### src/rtl/hazard_if.sv
// Control bundle between the pipeline registers and the hazard controller.
// The pipeline side uses the master modport and the controller uses the slave modport.
interface hazard_if #(
    parameter int REG_AW = 5,
    parameter int CNT_W  = 16
);
    logic [REG_AW-1:0] if_id_rs1;
    logic [REG_AW-1:0] if_id_rs2;
    logic              if_id_use_rs1;
    logic              if_id_use_rs2;
    logic              if_id_memwrite;
    logic [REG_AW-1:0] id_ex_rs1;
    logic [REG_AW-1:0] id_ex_rs2;
    logic [REG_AW-1:0] id_ex_rd;
    logic              id_ex_memread;
    logic              id_ex_regwrite;
    logic [REG_AW-1:0] ex_mem_rd;
    logic [REG_AW-1:0] ex_mem_rs2;
    logic              ex_mem_regwrite;
    logic              ex_mem_memread;
    logic              ex_mem_memwrite;
    logic [REG_AW-1:0] mem_wb_rd;
    logic              mem_wb_regwrite;
    logic              mem_wb_memread;
    logic              branch_taken;

    logic [1:0]        forward_a;
    logic [1:0]        forward_b;
    logic              forward_c;
    logic              stall_pc;
    logic              stall_if_id;
    logic              flush_if_id;
    logic              flush_id_ex;
    logic              stall_all;
    logic [CNT_W-1:0]  stall_cycles;

    modport slave (
        input  if_id_rs1, if_id_rs2, if_id_use_rs1, if_id_use_rs2, if_id_memwrite,
        input  id_ex_rs1, id_ex_rs2, id_ex_rd, id_ex_memread, id_ex_regwrite,
        input  ex_mem_rd, ex_mem_rs2, ex_mem_regwrite, ex_mem_memread, ex_mem_memwrite,
        input  mem_wb_rd, mem_wb_regwrite, mem_wb_memread, branch_taken,
        output forward_a, forward_b, forward_c, stall_pc, stall_if_id,
        output flush_if_id, flush_id_ex, stall_all, stall_cycles
    );

    modport master (
        output if_id_rs1, if_id_rs2, if_id_use_rs1, if_id_use_rs2, if_id_memwrite,
        output id_ex_rs1, id_ex_rs2, id_ex_rd, id_ex_memread, id_ex_regwrite,
        output ex_mem_rd, ex_mem_rs2, ex_mem_regwrite, ex_mem_memread, ex_mem_memwrite,
        output mem_wb_rd, mem_wb_regwrite, mem_wb_memread, branch_taken,
        input  forward_a, forward_b, forward_c, stall_pc, stall_if_id,
        input  flush_if_id, flush_id_ex, stall_all, stall_cycles
    );
endinterface

### src/rtl/hazard_ctrl.sv
// Forwarding and hazard controller for the 5-stage RV32 pipeline. It also provides a
// multi-cycle data-memory wait, branch flushes and a saturating stall-cycle counter.
module hazard_ctrl #(
    parameter int REG_AW  = 5,
    parameter int MEM_LAT = 0,
    parameter int FWD_EN  = 1,
    parameter int CNT_W   = 16
) (
    input  logic    clk,
    input  logic    rst,
    hazard_if.slave hz
);
    typedef enum logic {IDLE, WAIT} state_t;

    function automatic logic hit(input logic [REG_AW-1:0] rd, input logic we,
                                 input logic [REG_AW-1:0] rs);
        return we && (rd != '0) && (rd == rs);
    endfunction

    logic [1:0]       fwd_a;
    logic [1:0]       fwd_b;
    logic             fwd_c;
    logic             raw_load_use;
    logic             raw_no_fwd;
    logic             raw;
    logic             mem_stall;
    logic [1:0]       forward_a;
    logic [1:0]       forward_b;
    logic             forward_c;
    logic             stall_pc;
    logic             stall_if_id;
    logic             flush_if_id;
    logic             flush_id_ex;
    logic             stall_all;
    logic [CNT_W-1:0] stall_cnt;

    // EX/MEM holds the younger result, so it wins over MEM/WB.
    always_comb begin
        fwd_a = 2'b00;
        if (hit(hz.ex_mem_rd, hz.ex_mem_regwrite, hz.id_ex_rs1))
            fwd_a = 2'b10;
        else if (hit(hz.mem_wb_rd, hz.mem_wb_regwrite, hz.id_ex_rs1))
            fwd_a = 2'b01;
    end

    always_comb begin
        fwd_b = 2'b00;
        if (hit(hz.ex_mem_rd, hz.ex_mem_regwrite, hz.id_ex_rs2))
            fwd_b = 2'b10;
        else if (hit(hz.mem_wb_rd, hz.mem_wb_regwrite, hz.id_ex_rs2))
            fwd_b = 2'b01;
    end

    assign fwd_c = hz.mem_wb_memread && hz.ex_mem_memwrite
                && hit(hz.mem_wb_rd, 1'b1, hz.ex_mem_rs2);

    // A store's data source is covered by the MEM-stage path, so it never load-use stalls.
    assign raw_load_use = hz.id_ex_memread && (
                            (hit(hz.id_ex_rd, 1'b1, hz.if_id_rs1) && hz.if_id_use_rs1) ||
                            (hit(hz.id_ex_rd, 1'b1, hz.if_id_rs2) && hz.if_id_use_rs2
                             && !hz.if_id_memwrite));

    assign raw_no_fwd = (hz.if_id_use_rs1 &&
                           (hit(hz.id_ex_rd, hz.id_ex_regwrite, hz.if_id_rs1) ||
                            hit(hz.ex_mem_rd, hz.ex_mem_regwrite, hz.if_id_rs1))) ||
                        (hz.if_id_use_rs2 &&
                           (hit(hz.id_ex_rd, hz.id_ex_regwrite, hz.if_id_rs2) ||
                            hit(hz.ex_mem_rd, hz.ex_mem_regwrite, hz.if_id_rs2)));

    assign raw = (FWD_EN != 0) ? raw_load_use : raw_no_fwd;

    generate
        if (MEM_LAT > 0) begin : g_mem_fsm
            state_t     state_q;
            state_t     state_d;
            logic [3:0] wcnt_q;
            logic [3:0] wcnt_d;
            logic       mem_acc;

            assign mem_acc = hz.ex_mem_memread | hz.ex_mem_memwrite;

            // NOTE: state registers use non-blocking assignments so every flop samples
            // pre-edge values regardless of process ordering.
            always_ff @(posedge clk) begin
                if (rst) begin
                    state_q <= IDLE;
                    wcnt_q  <= '0;
                end else begin
                    state_q <= state_d;
                    wcnt_q  <= wcnt_d;
                end
            end

            // NOTE: every output of this block gets a default first so no path infers a latch.
            always_comb begin
                state_d   = state_q;
                wcnt_d    = wcnt_q;
                mem_stall = 1'b0;
                unique case (state_q)
                    IDLE: begin
                        if (mem_acc) begin
                            mem_stall = 1'b1;
                            state_d   = WAIT;
                            wcnt_d    = 4'(MEM_LAT - 1);
                        end
                    end
                    WAIT: begin
                        if (wcnt_q != '0) begin
                            mem_stall = 1'b1;
                            wcnt_d    = wcnt_q - 4'd1;
                        end else begin
                            state_d = IDLE;
                        end
                    end
                    default: state_d = IDLE;
                endcase
            end
        end else begin : g_no_mem_fsm
            assign mem_stall = 1'b0;
        end
    endgenerate

    // A frozen pipeline keeps the taken branch in ID/EX, so its flush waits for release.
    always_comb begin
        forward_a   = 2'b00;
        forward_b   = 2'b00;
        forward_c   = 1'b0;
        stall_pc    = 1'b0;
        stall_if_id = 1'b0;
        flush_if_id = 1'b0;
        flush_id_ex = 1'b0;
        stall_all   = 1'b0;
        if (!rst) begin
            if (FWD_EN != 0) begin
                forward_a = fwd_a;
                forward_b = fwd_b;
                forward_c = fwd_c;
            end
            if (mem_stall) begin
                stall_all = 1'b1;
            end else if (hz.branch_taken) begin
                flush_if_id = 1'b1;
                flush_id_ex = 1'b1;
            end else if (raw) begin
                stall_pc    = 1'b1;
                stall_if_id = 1'b1;
                flush_id_ex = 1'b1;
            end
        end
    end

    always_ff @(posedge clk) begin
        if (rst)
            stall_cnt <= '0;
        else if ((stall_pc || stall_all) && (stall_cnt != {CNT_W{1'b1}}))
            stall_cnt <= stall_cnt + 1'b1;
    end

    assign hz.forward_a    = forward_a;
    assign hz.forward_b    = forward_b;
    assign hz.forward_c    = forward_c;
    assign hz.stall_pc     = stall_pc;
    assign hz.stall_if_id  = stall_if_id;
    assign hz.flush_if_id  = flush_if_id;
    assign hz.flush_id_ex  = flush_id_ex;
    assign hz.stall_all    = stall_all;
    assign hz.stall_cycles = stall_cnt;
endmodule
### src/flat_wrapper.sv
// flat-port wrapper written by rule: the top's interface ports become plain ports
module hazard_ctrl_flat 
#(
    parameter int REG_AW  = 5,
    parameter int MEM_LAT = 0,
    parameter int FWD_EN  = 1,
    parameter int CNT_W   = 16
)
  (clk, rst, hz_if_id_rs1, hz_if_id_rs2, hz_if_id_use_rs1, hz_if_id_use_rs2, hz_if_id_memwrite, hz_id_ex_rs1, hz_id_ex_rs2, hz_id_ex_rd, hz_id_ex_memread, hz_id_ex_regwrite, hz_ex_mem_rd, hz_ex_mem_rs2, hz_ex_mem_regwrite, hz_ex_mem_memread, hz_ex_mem_memwrite, hz_mem_wb_rd, hz_mem_wb_regwrite, hz_mem_wb_memread, hz_branch_taken, hz_forward_a, hz_forward_b, hz_forward_c, hz_stall_pc, hz_stall_if_id, hz_flush_if_id, hz_flush_id_ex, hz_stall_all, hz_stall_cycles);
  hazard_if #(.REG_AW(REG_AW), .CNT_W(CNT_W)) hz_i ();
  input  logic clk;
  input  logic rst;
  input wire logic [$bits(hz_i.if_id_rs1)-1:0] hz_if_id_rs1;
  input wire logic [$bits(hz_i.if_id_rs2)-1:0] hz_if_id_rs2;
  input wire logic [$bits(hz_i.if_id_use_rs1)-1:0] hz_if_id_use_rs1;
  input wire logic [$bits(hz_i.if_id_use_rs2)-1:0] hz_if_id_use_rs2;
  input wire logic [$bits(hz_i.if_id_memwrite)-1:0] hz_if_id_memwrite;
  input wire logic [$bits(hz_i.id_ex_rs1)-1:0] hz_id_ex_rs1;
  input wire logic [$bits(hz_i.id_ex_rs2)-1:0] hz_id_ex_rs2;
  input wire logic [$bits(hz_i.id_ex_rd)-1:0] hz_id_ex_rd;
  input wire logic [$bits(hz_i.id_ex_memread)-1:0] hz_id_ex_memread;
  input wire logic [$bits(hz_i.id_ex_regwrite)-1:0] hz_id_ex_regwrite;
  input wire logic [$bits(hz_i.ex_mem_rd)-1:0] hz_ex_mem_rd;
  input wire logic [$bits(hz_i.ex_mem_rs2)-1:0] hz_ex_mem_rs2;
  input wire logic [$bits(hz_i.ex_mem_regwrite)-1:0] hz_ex_mem_regwrite;
  input wire logic [$bits(hz_i.ex_mem_memread)-1:0] hz_ex_mem_memread;
  input wire logic [$bits(hz_i.ex_mem_memwrite)-1:0] hz_ex_mem_memwrite;
  input wire logic [$bits(hz_i.mem_wb_rd)-1:0] hz_mem_wb_rd;
  input wire logic [$bits(hz_i.mem_wb_regwrite)-1:0] hz_mem_wb_regwrite;
  input wire logic [$bits(hz_i.mem_wb_memread)-1:0] hz_mem_wb_memread;
  input wire logic [$bits(hz_i.branch_taken)-1:0] hz_branch_taken;
  output wire logic [$bits(hz_i.forward_a)-1:0] hz_forward_a;
  output wire logic [$bits(hz_i.forward_b)-1:0] hz_forward_b;
  output wire logic [$bits(hz_i.forward_c)-1:0] hz_forward_c;
  output wire logic [$bits(hz_i.stall_pc)-1:0] hz_stall_pc;
  output wire logic [$bits(hz_i.stall_if_id)-1:0] hz_stall_if_id;
  output wire logic [$bits(hz_i.flush_if_id)-1:0] hz_flush_if_id;
  output wire logic [$bits(hz_i.flush_id_ex)-1:0] hz_flush_id_ex;
  output wire logic [$bits(hz_i.stall_all)-1:0] hz_stall_all;
  output wire logic [$bits(hz_i.stall_cycles)-1:0] hz_stall_cycles;
  assign hz_i.if_id_rs1 = hz_if_id_rs1;
  assign hz_i.if_id_rs2 = hz_if_id_rs2;
  assign hz_i.if_id_use_rs1 = hz_if_id_use_rs1;
  assign hz_i.if_id_use_rs2 = hz_if_id_use_rs2;
  assign hz_i.if_id_memwrite = hz_if_id_memwrite;
  assign hz_i.id_ex_rs1 = hz_id_ex_rs1;
  assign hz_i.id_ex_rs2 = hz_id_ex_rs2;
  assign hz_i.id_ex_rd = hz_id_ex_rd;
  assign hz_i.id_ex_memread = hz_id_ex_memread;
  assign hz_i.id_ex_regwrite = hz_id_ex_regwrite;
  assign hz_i.ex_mem_rd = hz_ex_mem_rd;
  assign hz_i.ex_mem_rs2 = hz_ex_mem_rs2;
  assign hz_i.ex_mem_regwrite = hz_ex_mem_regwrite;
  assign hz_i.ex_mem_memread = hz_ex_mem_memread;
  assign hz_i.ex_mem_memwrite = hz_ex_mem_memwrite;
  assign hz_i.mem_wb_rd = hz_mem_wb_rd;
  assign hz_i.mem_wb_regwrite = hz_mem_wb_regwrite;
  assign hz_i.mem_wb_memread = hz_mem_wb_memread;
  assign hz_i.branch_taken = hz_branch_taken;
  assign hz_forward_a = hz_i.forward_a;
  assign hz_forward_b = hz_i.forward_b;
  assign hz_forward_c = hz_i.forward_c;
  assign hz_stall_pc = hz_i.stall_pc;
  assign hz_stall_if_id = hz_i.stall_if_id;
  assign hz_flush_if_id = hz_i.flush_if_id;
  assign hz_flush_id_ex = hz_i.flush_id_ex;
  assign hz_stall_all = hz_i.stall_all;
  assign hz_stall_cycles = hz_i.stall_cycles;
  hazard_ctrl #(.REG_AW(REG_AW), .MEM_LAT(MEM_LAT), .FWD_EN(FWD_EN), .CNT_W(CNT_W)) u_core (.clk(clk), .rst(rst), .hz(hz_i));
endmodule
### config.mk
export PLATFORM = sky130hd
export DESIGN_NAME = hazard_ctrl_flat
export DESIGN_NICKNAME = d
export VERILOG_FILES = /design/src/rtl/hazard_if.sv /design/src/rtl/hazard_ctrl.sv /design/src/flat_wrapper.sv
export SDC_FILE = /design/constraint.sdc
export NUM_CORES = 1
export LEC_CHECK = 0
export ABC_AREA = 1
export BUFFER_PORTS_ARGS = -buffer_cell sky130_fd_sc_hd__clkbuf_2
export CAP_MARGIN = 20
export CORE_AREA = 2 2 63 65
export CTS_BUF_LIST = sky130_fd_sc_hd__clkbuf_2 sky130_fd_sc_hd__clkbuf_4 sky130_fd_sc_hd__clkbuf_8
export CTS_CLUSTER_DIAMETER = 150
export DETAILED_ROUTE_END_ITERATION = 8
export DIE_AREA = 0 0 65 67
export PLACE_DENSITY = 0.82
export SYNTH_ARGS = -nofsm -noshare
export SYNTH_HDL_FRONTEND = slang
export SYNTH_SLANG_ARGS = --single-unit
### constraint.sdc
create_clock -name clk -period 1.61 [get_ports clk]
set_clock_uncertainty 0.2 [all_clocks]
set_input_delay 0 -clock clk [delete_from_list [all_inputs] [get_ports clk]]
set_output_delay 0 -clock clk [all_outputs]
set_load 0.02 [all_outputs]
* Yosys cells after proc, flatten, opt, wreduce, memory -nomap -nowiden
Index checks and enable logic that the tools add are counted.
** Cells by class
- Shift operators :: 0
- Magnitude comparators :: 0
- $add $sub $neg :: 1
- Divide/modulo/power cells :: 0
- $mul :: 0
- Muxes and demuxes :: 14
- Bitwise logic cells :: 0
- Equal/unequal tests :: 8
- Reductions and logical operators :: 21
** Operators by type and width (count)
- 5-bit equality test :: 7
- 16-bit by 1-bit adder with 16-bit output (second input constant) :: 1
- 1-bit logical AND :: 16
- 16-bit != test (second input constant) :: 1
- 5-bit nonzero test :: 3
- 1-bit two-way mux :: 10
- 2-bit two-way mux :: 4
- 1-bit zero test :: 1
- 1-bit logical OR :: 1
** Word-level totals
- Input bits :: 53
- Word-level logic and storage cells :: 45
- Bits in read-only memories :: 0
- Register bits after elaboration :: 16
- Memories :: 0
- Output and inout port bits :: 26
- Latch bits :: 0
- Bits in writable memories :: 0

* Longest topological paths before layout
Gate-level depths: netlist of run 1.
- Depth after elaboration :: 10
- Gate-level depth with buffers :: 12
- Gate-level depth less buffers :: 11

* Worst setup path after synthesis of run 1
OpenSTA, ideal clock, no wires.
- Path kind :: reg2reg
- Start :: register u_core.stall_cnt[0], in the netlist u_core.hz.stall_cycles[0]
- End :: register u_core.stall_cnt[7], in the netlist u_core.hz.stall_cycles[7]
- Cell stages (with the launch flop) :: 12
- Path slack :: -0.281 ns
- Setup time :: 0.116 ns
- Period minus slack after synthesis :: 1.891 ns
- Arrival :: 1.576 ns
- Path through :: dfxtp_1 > ha_1 > nand2_1 > inv_1 > nand2_2 > nor3_4 > nand2_1 > nor2_2 > nor2_2 > buf_6 > a21oi_1 > nor2_1
** Between the ends
- Word-level cells in the longest chain between the ends :: 2
- Elaborated cells on any way between the ends :: 3
- Those cells by class :: add/sub (1); eq/ne (1); reduce/logical (1)
** Ends and longest elaborated chain
- start, declared :: RTL line hazard_ctrl.sv:35 : logic [CNT_W-1:0] stall_cnt;
- start signal, assigned :: RTL line hazard_ctrl.sv:156 : stall_cnt <= stall_cnt + 1'b1;
- branches (longest 2 deep; another with 16-bit by 1-bit adder with 16-bit output)
Parallel ways; which one is timed is not known.
A chain may end at the register's enable or synchronous reset.

* Worst setup path in the final report of run 1
- Start :: register u_core.stall_cnt[1], in the netlist u_core.hz.stall_cycles[1]
- End :: register u_core.stall_cnt[2], in the netlist u_core.hz.stall_cycles[2]
The elaborated chain is that of the path after synthesis.

==> Implementation_results.wiki, run 1 <==
{| class="wikitable"
! Metric !! Value
|-
| Post-synthesis area per instance || 5.95 sq um
|-
| Leakage power total || 1.36 nW
|-
| Chip Height || 67 um
|-
| Routability Congestion || 0.836
|-
| Number of standard cells in the layout, taps in and fillers out || 419
|-
| Detailed-router iteration count before antenna repair || 4
|-
| Fin crit share || 115%
|-
| Total routing resource utilization after global routing || 21.8%
|-
| Antenna Cells || 0
|-
| Clock transition at the register clock pins on the worst setup and hold paths after CTS || 0.07 ns
|-
| Die Span X || 65 um
|-
| Total placed cells including tap cells || 402
|-
| Area enclosed by the die boundary || 4360 sq um
|-
| Share of the yosys chip area belonging to registers || 21.2%
|-
| Largest net degree at the start of global routing || 10
|-
| Main combinational cell family by area after synthesis || simple AND/OR/NAND/NOR gates
|-
| CP arrival || 1.85 ns
|-
| Gate Count Post-Synth || 254
|-
| Synth top area cells || sky130_fd_sc_hd__dfxtp_1 (21%), sky130_fd_sc_hd__nand2_1 (15%), sky130_fd_sc_hd__nor2_1 (10%)
|-
| Primary FF master, synth || sky130_fd_sc_hd__dfxtp_1
|-
| Simple-gate area share of the yosys netlist || 46.4%
|-
| Layout-stage area growth over the synthesis result || 62.1%
|-
| CP Cell Sequence || ha_4 > nand2_4 > inv_4 > nand2_4 > buf_4 > nor3_4 > nand2_2 > nor2_4 > nor2_4 > nand3_1 > o21ai_0 > nor2_1
|-
| Number of flip-flops in the largest register || 16
|-
| Worst Setup End Kind || register
|-
| Detailed-route via count || 1966
|-
| Cell type with the largest total area after synthesis || sky130_fd_sc_hd__dfxtp_1
|-
| Remaining global-route overflow || 0
|-
| Areal power density over the cells || 405 nW/um^2
|-
| Post-synthesis mux area share || 0%
|-
| Hold Worst Slack || 0.106 ns
|-
| Total CTS buffers || 3
|-
| Power after layout || 0.991 mW
|-
| Post-Place Setup Slack || -0.324 ns
|-
| Initial antenna violation count || 0
|-
| IO Port Bufs || 75
|-
| CP peak stage delay || 0.36 ns
|-
| Fraction of synthesized cell area taken by the top area cell type || 21.2%
|-
| Final WS setup || -0.244 ns
|-
| Class of the worst hold path || input port to register
|-
| Number of DRC violations after detailed routing || 0
|-
| Commonest cells after routing, fill and taps aside || sky130_fd_sc_hd__clkbuf_2 (75), sky130_fd_sc_hd__nand2_1 (58), sky130_fd_sc_hd__nor2_1 (38)
|-
| Core footprint || 3610 sq um
|-
| Setup repair after global routing missed its margin || true
|-
| Effective utilization at floorplan || 41.9%
|-
| Row cnt || 22
|-
| Pins over their slew limit || 0
|-
| Wire length of the first global-routing pass || 7.44 mm
|-
| Violated checks || negative setup slack
|-
| Total Routed Length || 4.56 mm
|-
| Most frequent standard cell in the layout excluding fill and tap cells || sky130_fd_sc_hd__clkbuf_2
|-
| Design Area, Final || 2450 sq um
|-
| Critical Path RT || 1.61 ns
|-
| First-iteration detailed-routing DRC count || 94
|-
| IO Pins || 79
|-
| CP Max Fanout || 7
|-
| Syn_nets || 308
|-
| Count of H-tree levels built during CTS || 1
|-
| Placement-stage cell area || 2190 sq um
|-
| Fraction of final layout cells with drive strength greater than 1 || 46.9%
|-
| CTS Sinks || 16
|-
| Clock tree from TritonCTS || done
|-
| Setup violators final || 16
|-
| Yosys cell types || 30
|-
| Synthesized-area fraction occupied by ao, oa, aoi and oai cells || 6.96%
|-
| EDFF count, synth || 0
|-
| Synth Register Bits || 16
|-
| Post-layout net count || 426
|-
| Maximum count of clock buffers along a single path || 2
|-
| Root Buffer Master || sky130_fd_sc_hd__clkbuf_8
|-
| Via count of the first global-routing pass || 1775
|-
| Via density per instance || 4.69
|-
| Share of flip-flops with an asynchronous set or reset || 0%
|-
| Adder-cell area share of the yosys netlist || 0.829%
|-
| Status || finished with violations
|-
| Number of warnings issued by yosys || 0
|-
| Type of origin of the critical path || register
|-
| DPL Wire Length || 3.38 mm
|-
| Post-layout min period || 1.85 ns
|-
| Routed length per instance || 10.9 um
|-
| Achievable frequency || 0.539 GHz
|-
| Total of fill cells in the finished design || 309
|-
| XOR/XNOR share of the synthesized area || 12.2%
|-
| Standard cell with the maximum stage delay on the critical path || sky130_fd_sc_hd__dfxtp_4
|-
| Max IR drop VDD || 294 uV
|-
| Latest clock arrival within the worst-skew pair || 0.26 ns
|-
| Number of maximum-capacitance violations || 0
|-
| Final count of hold timing violations || 0
|-
| Antenna-violating nets left || 0
|-
| Crit Path Category || register to register
|-
| Cell area after technology mapping || 1510 sq um
|}
==> synth_stat cells (4+ instances only) <==
library cell,n
sky130_fd_sc_hd__inv_2,4
sky130_fd_sc_hd__nand3_1,16
sky130_fd_sc_hd__a21oi_1,11
sky130_fd_sc_hd__nor4_1,5
sky130_fd_sc_hd__inv_1,35
sky130_fd_sc_hd__nand2_1,62
sky130_fd_sc_hd__dfxtp_1,16
sky130_fd_sc_hd__nand2_2,4
sky130_fd_sc_hd__nand4_1,5
sky130_fd_sc_hd__xor2_1,15
sky130_fd_sc_hd__nor2_1,42
sky130_fd_sc_hd__nor3_1,4
sky130_fd_sc_hd__nor2_2,5
sky130_fd_sc_hd__or2_2,4
sky130_fd_sc_hd__xnor2_1,6
==> metal layers <==
metal | global-route usage, % | vias to the layer above | share of wire, %
met2 | 41.0 | 65 | 52
met1 | 24.3 | 868 | 42
met3 | 3.38 | 9 | 5.0
met5 | 0 | - | 0
li1 | - | 1024 | -
met4 | 8.78 | 0 | 1.7
==> worst paths after layout <==
kind / start / to / slack, ns / depth (start not counted)
worst min register to register: u_core.hz.stall_cycles[11]$_SDFFE_PP0P_ / u_core.hz.stall_cycles[11]$_SDFFE_PP0P_ / 0.32 / 2
worst min-delay path: hz_branch_taken / u_core.hz.stall_cycles[0]$_SDFFE_PP0P_ / 0.11 / 6
worst max-delay path: u_core.hz.stall_cycles[1]$_SDFFE_PP0P_ / u_core.hz.stall_cycles[2]$_SDFFE_PP0P_ / -0.24 / 12
worst max register to register: u_core.hz.stall_cycles[1]$_SDFFE_PP0P_ / u_core.hz.stall_cycles[2]$_SDFFE_PP0P_ / -0.24 / 12
==> through the flow <==
step	util (%)	setup TNS, ns
after floorplan	-	-0.725
after global placement	60.6	-2.70
after detailed placement	60.6	-3.49
after CTS	65.9	-1.21
after global routing	67.9	-4.05
final	67.9	-2.61
==> power breakdown <==
group          internal (mW)  switching [mW]  leakage [nW]  total [mW]
logic                  0.126           0.131          1.20       0.257
clock network          0.193           0.150        0.0262       0.343
registers              0.391        0.000370         0.134       0.392
==> repair_timing <==
action                                  CTS  global route
endpoints found under the setup margin   16            16
gates cloned                              1             0
setup buffers                             7             4
pin swaps                                13            11
resized for setup                        18            13
hold buffers                              1             0
hold endpoints to repair                  2             0
==> cell type report <==
class                   instances  area, sq um  area share (%)
repair buffers                117          708            28.9
well taps                      48         60.1            2.45
multi-input cells             195         1140            46.6
clock buffers                   4         48.8            1.99
inverters                      39          151            6.18
flip-flops and latches         16          339            13.8
==> kinds of logic (layout without fill, tap and decap cells) <==
| logic type | Yosys count | after routing |
|---|---|---|
| AO/OA/AOI/OAI | 19 | 19 |
| XOR/XNOR | 21 | 21 |
| adder cells (fa/ha/maj) | 1 | 1 |
| buffers and inverters | 44 | 160 |
| flip-flops | 16 | 16 |
| other | 1 | 1 |
| AND/OR/NAND/NOR | 152 | 153 |
==> critical path, delay by kind of cell, from the launching register on <==
family	cells	cell delay, ns
flops	1	0.36
simple gates	8	0.79
buf+inv	2	0.20
fa+ha+maj	1	0.15
compound gates	1	0.10
No activity file was read; power rests on OpenSTA's default activity.
==> run 2: changes to the inputs <==
- PLACE_DENSITY: 0.82 -> 0.77
==> run 2 against run 1 <==
Compared with the run above:
- the run still ends with negative setup slack left
- global-route usage decreased by 1.0 points
- non-clock buffer count decreased by 16
- clock-buffer cell count unchanged
- cell area decreased by 5.4%
- critical endpoint is now u_core.hz.stall_cycles[8]$_SDFFE_PP0P_
==> Implementation_results.wiki, run 2 (synthesis results as in run 1) <==
{| class="wikitable"
! Metric !! Value
|-
| Initial antenna violation count || 0 (unchanged)
|-
| Root Buffer Master || sky130_fd_sc_hd__clkbuf_8 (unchanged)
|-
| Chip Height || 67 um (unchanged)
|-
| Number of DRC violations after detailed routing || 0 (unchanged)
|-
| Latest clock arrival within the worst-skew pair || 0.26 ns (about the same)
|-
| Startpoint of the lowest-slack hold path || rst (was hz_branch_taken)
|-
| Areal power density over the cells || 433 nW/um^2 (was 405 nW/um^2)
|-
| Crit. Startpoint || u_core.hz.stall_cycles[0]$_SDFFE_PP0P_ (was u_core.hz.stall_cycles[1]$_SDFFE_PP0P_)
|-
| Area enclosed by the die boundary || 4360 sq um (unchanged)
|-
| Detailed-route via count || 1911 (was 1966)
|-
| Clock tree from TritonCTS || done (unchanged)
|-
| Total of fill cells in the finished design || 323 (was 309)
|-
| Fin crit share || 107% (was 115%)
|-
| Layout-stage area growth over the synthesis result || 53.4% (was 62.1%)
|-
| Worst Setup End Kind || register (unchanged)
|-
| Final WS setup || -0.105 ns (was -0.244 ns)
|-
| Post-layout net count || 409 (was 426)
|-
| First-iteration detailed-routing DRC count || 76 (was 94)
|-
| Leakage power total || 1.26 nW (was 1.36 nW)
|-
| R2r endpoint || u_core.hz.stall_cycles[8]$_SDFFE_PP0P_ (was u_core.hz.stall_cycles[2]$_SDFFE_PP0P_)
|-
| CP Max Fanout || 5 (was 7)
|-
| Fraction of final layout cells with drive strength greater than 1 || 44.4% (was 46.9%)
|-
| Setup violators final || 14 (was 16)
|-
| Hold Worst Slack || 0.0785 ns (was 0.106 ns)
|-
| Hold Path End || u_core.hz.stall_cycles[1]$_SDFFE_PP0P_ (was u_core.hz.stall_cycles[0]$_SDFFE_PP0P_)
|-
| Class of the worst hold path || input port to register (unchanged)
|-
| Detailed-router iteration count before antenna repair || 4 (unchanged)
|-
| Final count of hold timing violations || 0 (unchanged)
|-
| Effective utilization at floorplan || 41.9% (unchanged)
|-
| Via count of the first global-routing pass || 1699 (was 1775)
|-
| R2R setup slack || -0.11 ns (was -0.24 ns)
|-
| Post-layout min period || 1.72 ns (was 1.85 ns)
|-
| Via density per instance || 4.75 (was 4.69)
|-
| Clock transition at the register clock pins on the worst setup and hold paths after CTS || 0.06 ns (was 0.07 ns)
|-
| Number of flip-flops in the largest register || 16 (unchanged)
|-
| IO Pins || 79 (unchanged)
|-
| Most frequent standard cell in the layout excluding fill and tap cells || sky130_fd_sc_hd__clkbuf_2 (unchanged)
|-
| Antenna Cells || 0 (unchanged)
|-
| Die Span X || 65 um (unchanged)
|-
| Number of standard cells in the layout, taps in and fillers out || 402 (was 419)
|-
| Cell depth of the worst hold path || 5 (was 6)
|-
| Total CTS buffers || 3 (unchanged)
|-
| Core footprint || 3610 sq um (unchanged)
|-
| Crit Path Category || register to register (unchanged)
|-
| Pins over their slew limit || 0 (unchanged)
|-
| Routed length per instance || 10.9 um (about the same)
|-
| Row cnt || 22 (unchanged)
|-
| Antenna-violating nets left || 0 (unchanged)
|-
| Type of origin of the critical path || register (unchanged)
|-
| Max IR drop VDD || 208 uV (was 294 uV)
|-
| Remaining global-route overflow || 0 (unchanged)
|-
| Count of H-tree levels built during CTS || 1 (unchanged)
|-
| DPL Wire Length || 3.49 mm (was 3.38 mm)
|-
| Violated checks || negative setup slack (unchanged)
|-
| Achievable frequency || 0.583 GHz (was 0.539 GHz)
|-
| Number of maximum-capacitance violations || 0 (unchanged)
|-
| Power after layout || 1.00 mW (was 0.991 mW)
|-
| Total placed cells including tap cells || 391 (was 402)
|-
| Setup repair after global routing missed its margin || true (unchanged)
|-
| Largest net degree at the start of global routing || 11 (was 10)
|-
| Commonest cells after routing, fill and taps aside || sky130_fd_sc_hd__clkbuf_2 (75), sky130_fd_sc_hd__nand2_1 (59), sky130_fd_sc_hd__nor2_1 (40) (was sky130_fd_sc_hd__clkbuf_2 (75), sky130_fd_sc_hd__nand2_1 (58), sky130_fd_sc_hd__nor2_1 (38))
|-
| Wire length of the first global-routing pass || 7.06 mm (was 7.44 mm)
|-
| Launch instance of the worst register-to-register path || u_core.hz.stall_cycles[0]$_SDFFE_PP0P_ (was u_core.hz.stall_cycles[1]$_SDFFE_PP0P_)
|-
| Worst reg-to-reg path cell count || 12 (unchanged)
|-
| IO Port Bufs || 75 (unchanged)
|-
| Total Routed Length || 4.40 mm (was 4.56 mm)
|-
| Routability Congestion || 0.834 (was 0.836)
|-
| CP arrival || 1.71 ns (was 1.85 ns)
|-
| CTS Sinks || 16 (unchanged)
|-
| Status || finished with violations (unchanged)
|-
| Critical Path RT || 1.60 ns (was 1.61 ns)
|-
| Maximum count of clock buffers along a single path || 2 (unchanged)
|-
| Total routing resource utilization after global routing || 20.7% (was 21.8%)
|}
==> run 2: cell types whose count changed in the layout (fill, tap and decap cells not counted), moves of 2 or more <==
| cell | before | now |
|---|---|---|
| sky130_fd_sc_hd__buf_4 | 37 | 22 |
| sky130_fd_sc_hd__nand3_2 | 4 | 8 |
| sky130_fd_sc_hd__nand3_1 | 12 | 9 |
| sky130_fd_sc_hd__nor2_2 | 4 | 1 |
| sky130_fd_sc_hd__dfxtp_2 | 6 | 8 |
| sky130_fd_sc_hd__nor2_1 | 38 | 40 |
| sky130_fd_sc_hd__o21ai_0 | 3 | 1 |
==> run 2: worst max-delay path: stages (launching register included) <==
cell,delay (ns)
sky130_fd_sc_hd__dfxtp_4,0.36
sky130_fd_sc_hd__ha_4,0.14
sky130_fd_sc_hd__nand2_4,0.05
sky130_fd_sc_hd__inv_4,0.05
sky130_fd_sc_hd__nand2_4,0.06
sky130_fd_sc_hd__nor3_4,0.15
sky130_fd_sc_hd__nand2_2,0.10
sky130_fd_sc_hd__nor2_4,0.11
sky130_fd_sc_hd__nor2_4,0.06
sky130_fd_sc_hd__buf_6,0.13
sky130_fd_sc_hd__nand3b_1,0.07
sky130_fd_sc_hd__nand2_1,0.05
sky130_fd_sc_hd__nor2_1,0.10
==> run 2: where the power goes <==
part,switching (mW),total [mW],internal [mW]
sequential,0.000332,0.393,0.393
combinational,0.132,0.246,0.114
clock,0.145,0.363,0.218
==> run 2: worst max-delay path by stage <==
stage | end
floorplan | u_core.hz.stall_cycles[7]$_SDFFE_PP0P_
global placement | u_core.hz.stall_cycles[2]$_SDFFE_PP0P_
detailed placement | u_core.hz.stall_cycles[13]$_SDFFE_PP0P_
CTS | u_core.hz.stall_cycles[13]$_SDFFE_PP0P_
global route | u_core.hz.stall_cycles[13]$_SDFFE_PP0P_
finish | u_core.hz.stall_cycles[8]$_SDFFE_PP0P_
==> run 2: area by class of cell <==
class                      instances  area, sq um  area share [%]
multi-input combinational        194         1130            48.8
timing repair buffer             101          584            25.2
sequential                        16          338            14.6
inverter                          39          149            6.43
tap                               48         60.1            2.59
clock buffer                       4         55.1            2.38
==> run 2: layer usage <==
layer / share of wire [%] / global-route usage (%)
met2: 49 / 37.8
met3: 6.9 / 3.89
met4: 1.8 / 8.78
met5: 0 / 0
met1: 42 / 23.6
==> run 2: per-stage QoR <==
step           worst slack, ns  cell area [sq um]  TNS, ns  util, %
2_1_floorplan          -0.0784               1560   -0.725        -
3_3_place_gp           -0.0629               2100   -0.571     58.3
3_5_place_dp            -0.103               2100    -1.05     58.3
4_1_cts                -0.0854               2230   -0.884     61.9
5_1_grt                 -0.196               2320    -2.16     64.2
6_report                -0.105               2320    -1.08     64.2
==> run 2: what timing repair did <==
item | in CTS | in global routing
pin swaps | 6 | 10
hold buffers | 1 | 0
setup buffers | 4 | 2
hold endpoints to repair | 2 | 0
setup endpoints to repair | 16 | 16
resized for setup | 10 | 18
==> run 3: changes to the inputs <==
- CTS_CLUSTER_SIZE: default -> 12
- SKIP_CTS_REPAIR_TIMING: default -> 1
==> run 3 against run 2 <==
Compared with the run above:
- the run still ends with negative setup slack left
- combinational power is essentially flat
- non-clock buffer count shrank 2
- core utilization shrank 0.56 points
- clock-buffer cell count is the same
- sequential share of layout area grew 0.13 points
- wire length grew 2.2%
- worst setup slack lost 0.052 ns
- first-iteration DRC count grew 36%
- critical path depth is the same
- cell area shrank 0.86%
- clock power is essentially flat
- critical path type unchanged
- highest routed layer unchanged
==> Implementation_results.wiki, run 3 (synthesis results as in run 1) <==
{| class="wikitable"
! Metric !! Value
|-
| Post-layout net count || 407 (was 409)
|-
| Detailed-router iteration count before antenna repair || 4 (unchanged)
|-
| R2R setup slack || -0.16 ns (was -0.11 ns)
|-
| Hold Path End || u_core.hz.stall_cycles[1]$_SDFFE_PP0P_ (unchanged)
|-
| Antenna-violating nets left || 0 (unchanged)
|-
| Chip Height || 67 um (unchanged)
|-
| Number of DRC violations after detailed routing || 0 (unchanged)
|-
| Number of maximum-capacitance violations || 0 (unchanged)
|-
| Routed length per instance || 11.2 um (was 10.9 um)
|-
| Total placed cells including tap cells || 391 (unchanged)
|-
| Achievable frequency || 0.566 GHz (was 0.583 GHz)
|-
| Pins over their slew limit || 0 (unchanged)
|-
| CP arrival || 1.76 ns (was 1.71 ns)
|-
| Via count of the first global-routing pass || 1612 (was 1699)
|-
| Hold Worst Slack || 0.0764 ns (was 0.0785 ns)
|-
| Final count of hold timing violations || 0 (unchanged)
|-
| Total CTS buffers || 3 (unchanged)
|-
| Launch instance of the worst register-to-register path || u_core.hz.stall_cycles[0]$_SDFFE_PP0P_ (unchanged)
|-
| Root Buffer Master || sky130_fd_sc_hd__clkbuf_8 (unchanged)
|-
| Violated checks || negative setup slack (unchanged)
|-
| Routability Congestion || 0.834 (unchanged)
|-
| Most crowded layer after global routing || met2 (unchanged)
|-
| Initial antenna violation count || 0 (unchanged)
|-
| Final WS setup || -0.157 ns (was -0.105 ns)
|-
| Standard cell with the maximum stage delay on the critical path || sky130_fd_sc_hd__dfxtp_4 (unchanged)
|-
| Most frequent standard cell in the layout excluding fill and tap cells || sky130_fd_sc_hd__clkbuf_2 (unchanged)
|-
| Wire length of the first global-routing pass || 6.69 mm (was 7.06 mm)
|-
| Class of the worst hold path || input port to register (unchanged)
|-
| Worst reg-to-reg path cell count || 12 (unchanged)
|-
| Row cnt || 22 (unchanged)
|-
| Cell depth of the worst hold path || 5 (unchanged)
|-
| Die Span X || 65 um (unchanged)
|-
| IO Pins || 79 (unchanged)
|-
| Remaining global-route overflow || 0 (unchanged)
|-
| Commonest cells after routing, fill and taps aside || sky130_fd_sc_hd__clkbuf_2 (75), sky130_fd_sc_hd__nand2_1 (60), sky130_fd_sc_hd__nor2_1 (40) (was sky130_fd_sc_hd__clkbuf_2 (75), sky130_fd_sc_hd__nand2_1 (59), sky130_fd_sc_hd__nor2_1 (40))
|-
| Areal power density over the cells || 437 nW/um^2 (was 433 nW/um^2)
|-
| IO Port Bufs || 75 (unchanged)
|-
| Status || finished with violations (unchanged)
|-
| R2r endpoint || u_core.hz.stall_cycles[8]$_SDFFE_PP0P_ (unchanged)
|-
| CP Max Fanout || 5 (unchanged)
|-
| Total of fill cells in the finished design || 341 (was 323)
|-
| Worst Setup End Kind || register (unchanged)
|-
| Met2 GRT Util || 34.8% (was 37.8%)
|-
| Layout-stage area growth over the synthesis result || 52.0% (was 53.4%)
|-
| Critical Path RT || 1.60 ns (about the same)
|-
| Latest clock arrival within the worst-skew pair || 0.26 ns (about the same)
|-
| Detailed-route via count || 1922 (was 1911)
|-
| First-iteration detailed-routing DRC count || 103 (was 76)
|-
| Post-layout min period || 1.77 ns (was 1.72 ns)
|-
| Clock transition at the register clock pins on the worst setup and hold paths after CTS || 0.06 ns (about the same)
|-
| Setup violators final || 16 (was 14)
|-
| Fraction of final layout cells with drive strength greater than 1 || 43.2% (was 44.4%)
|-
| Largest net degree at the start of global routing || 11 (unchanged)
|-
| Area enclosed by the die boundary || 4360 sq um (unchanged)
|-
| Total routing resource utilization after global routing || 19.6% (was 20.7%)
|-
| CTS Sinks || 16 (unchanged)
|-
| Total Routed Length || 4.49 mm (was 4.40 mm)
|-
| Fin crit share || 110% (was 107%)
|-
| Crit Path Category || register to register (unchanged)
|-
| Number of standard cells in the layout, taps in and fillers out || 400 (was 402)
|-
| Leakage power total || 1.26 nW (about the same)
|-
| CP Cell Sequence || ha_4 > nand2_4 > inv_2 > nand2_4 > nor3_4 > nand2_1 > nor2_2 > nor2_4 > buf_6 > nand3b_1 > nand2_1 > nor2_1 (was ha_4 > nand2_4 > inv_4 > nand2_4 > nor3_4 > nand2_2 > nor2_4 > nor2_4 > buf_6 > nand3b_1 > nand2_1 > nor2_1)
|-
| Post-route setup TNS || -1.72 ns (was -1.08 ns)
|-
| Max IR drop VDD || 210 uV (was 208 uV)
|-
| Type of origin of the critical path || register (unchanged)
|-
| Effective utilization at floorplan || 41.9% (unchanged)
|-
| M3 GR Usage || 3.72% (was 3.89%)
|-
| Setup repair after global routing missed its margin || true (unchanged)
|-
| DPL Wire Length || 3.49 mm (unchanged)
|-
| Count of H-tree levels built during CTS || 1 (unchanged)
|-
| Number of flip-flops in the largest register || 16 (unchanged)
|-
| Via density per instance || 4.81 (was 4.75)
|-
| Met1 Use GR || 23.1% (was 23.6%)
|-
| CP peak stage delay || 0.36 ns (about the same)
|-
| Clock tree from TritonCTS || done (unchanged)
|-
| Maximum count of clock buffers along a single path || 2 (unchanged)
|-
| Core footprint || 3610 sq um (unchanged)
|-
| Antenna Cells || 0 (unchanged)
|-
| Startpoint of the lowest-slack hold path || rst (unchanged)
|}
[run 3: per-stage QoR]
step	utilization (%)	instance area (sq um)	power [mW]	setup WS, ns
global route	63.7	2300	1.06	-0.237
floorplan	-	1560	0.533	-0.0784
global placement	58.3	2100	0.640	-0.0629
detailed placement	58.3	2100	0.646	-0.103
finish	63.7	2300	1.00	-0.157
CTS	59.9	2160	1.01	-0.127
[run 3: critical path: cells and delay by family (launching register included)]
kind                     cells  cell delay, ns
AND/OR/NAND/NOR              9            0.79
adder cells (fa/ha/maj)      1            0.15
flip-flops                   1            0.36
buffers and inverters        2            0.19
[run 3: routing by layer]
metal | share of wire [%] | up-vias
met5 | 0 | -
met4 | 2.0 | 0
met1 | 41 | 855
li1 | - | 986
met3 | 6.8 | 9
met2 | 50 | 72
[run 3: worst max path at each step]
| stage | slack (ns) | to | cells past startpoint | start |
|---|---|---|---|---|
| final | -0.16 | u_core.hz.stall_cycles[8]$_SDFFE_PP0P_ | 12 | u_core.hz.stall_cycles[0]$_SDFFE_PP0P_ |
| after global routing | -0.24 | u_core.hz.stall_cycles[8]$_SDFFE_PP0P_ | 12 | u_core.hz.stall_cycles[0]$_SDFFE_PP0P_ |
| after CTS | -0.13 | u_core.hz.stall_cycles[2]$_SDFFE_PP0P_ | 12 | u_core.hz.stall_cycles[0]$_SDFFE_PP0P_ |
| after detailed placement | -0.10 | u_core.hz.stall_cycles[13]$_SDFFE_PP0P_ | 11 | u_core.hz.stall_cycles[0]$_SDFFE_PP0P_ |
| after global placement | -0.06 | u_core.hz.stall_cycles[2]$_SDFFE_PP0P_ | 12 | u_core.hz.stall_cycles[0]$_SDFFE_PP0P_ |
| after floorplan | -0.08 | u_core.hz.stall_cycles[7]$_SDFFE_PP0P_ | 11 | u_core.hz.stall_cycles[0]$_SDFFE_PP0P_ |
[run 3: area by class of cell]
class                           count  area (sq um)  area share, %
Clock buffer                        4          55.1           2.40
Inverter                           39           146           6.38
Multi-Input combinational cell    194          1120           48.7
Sequential cell                    16           338           14.7
Tap cell                           48          60.1           2.62
Timing Repair Buffer               99           578           25.2
[run 3: where the power goes]
part,leakage [nW],switching [mW],total [mW],internal (mW)
logic,1.09,0.133,0.247,0.114
clock network,0.0288,0.146,0.363,0.218
registers,0.135,0.000350,0.393,0.393
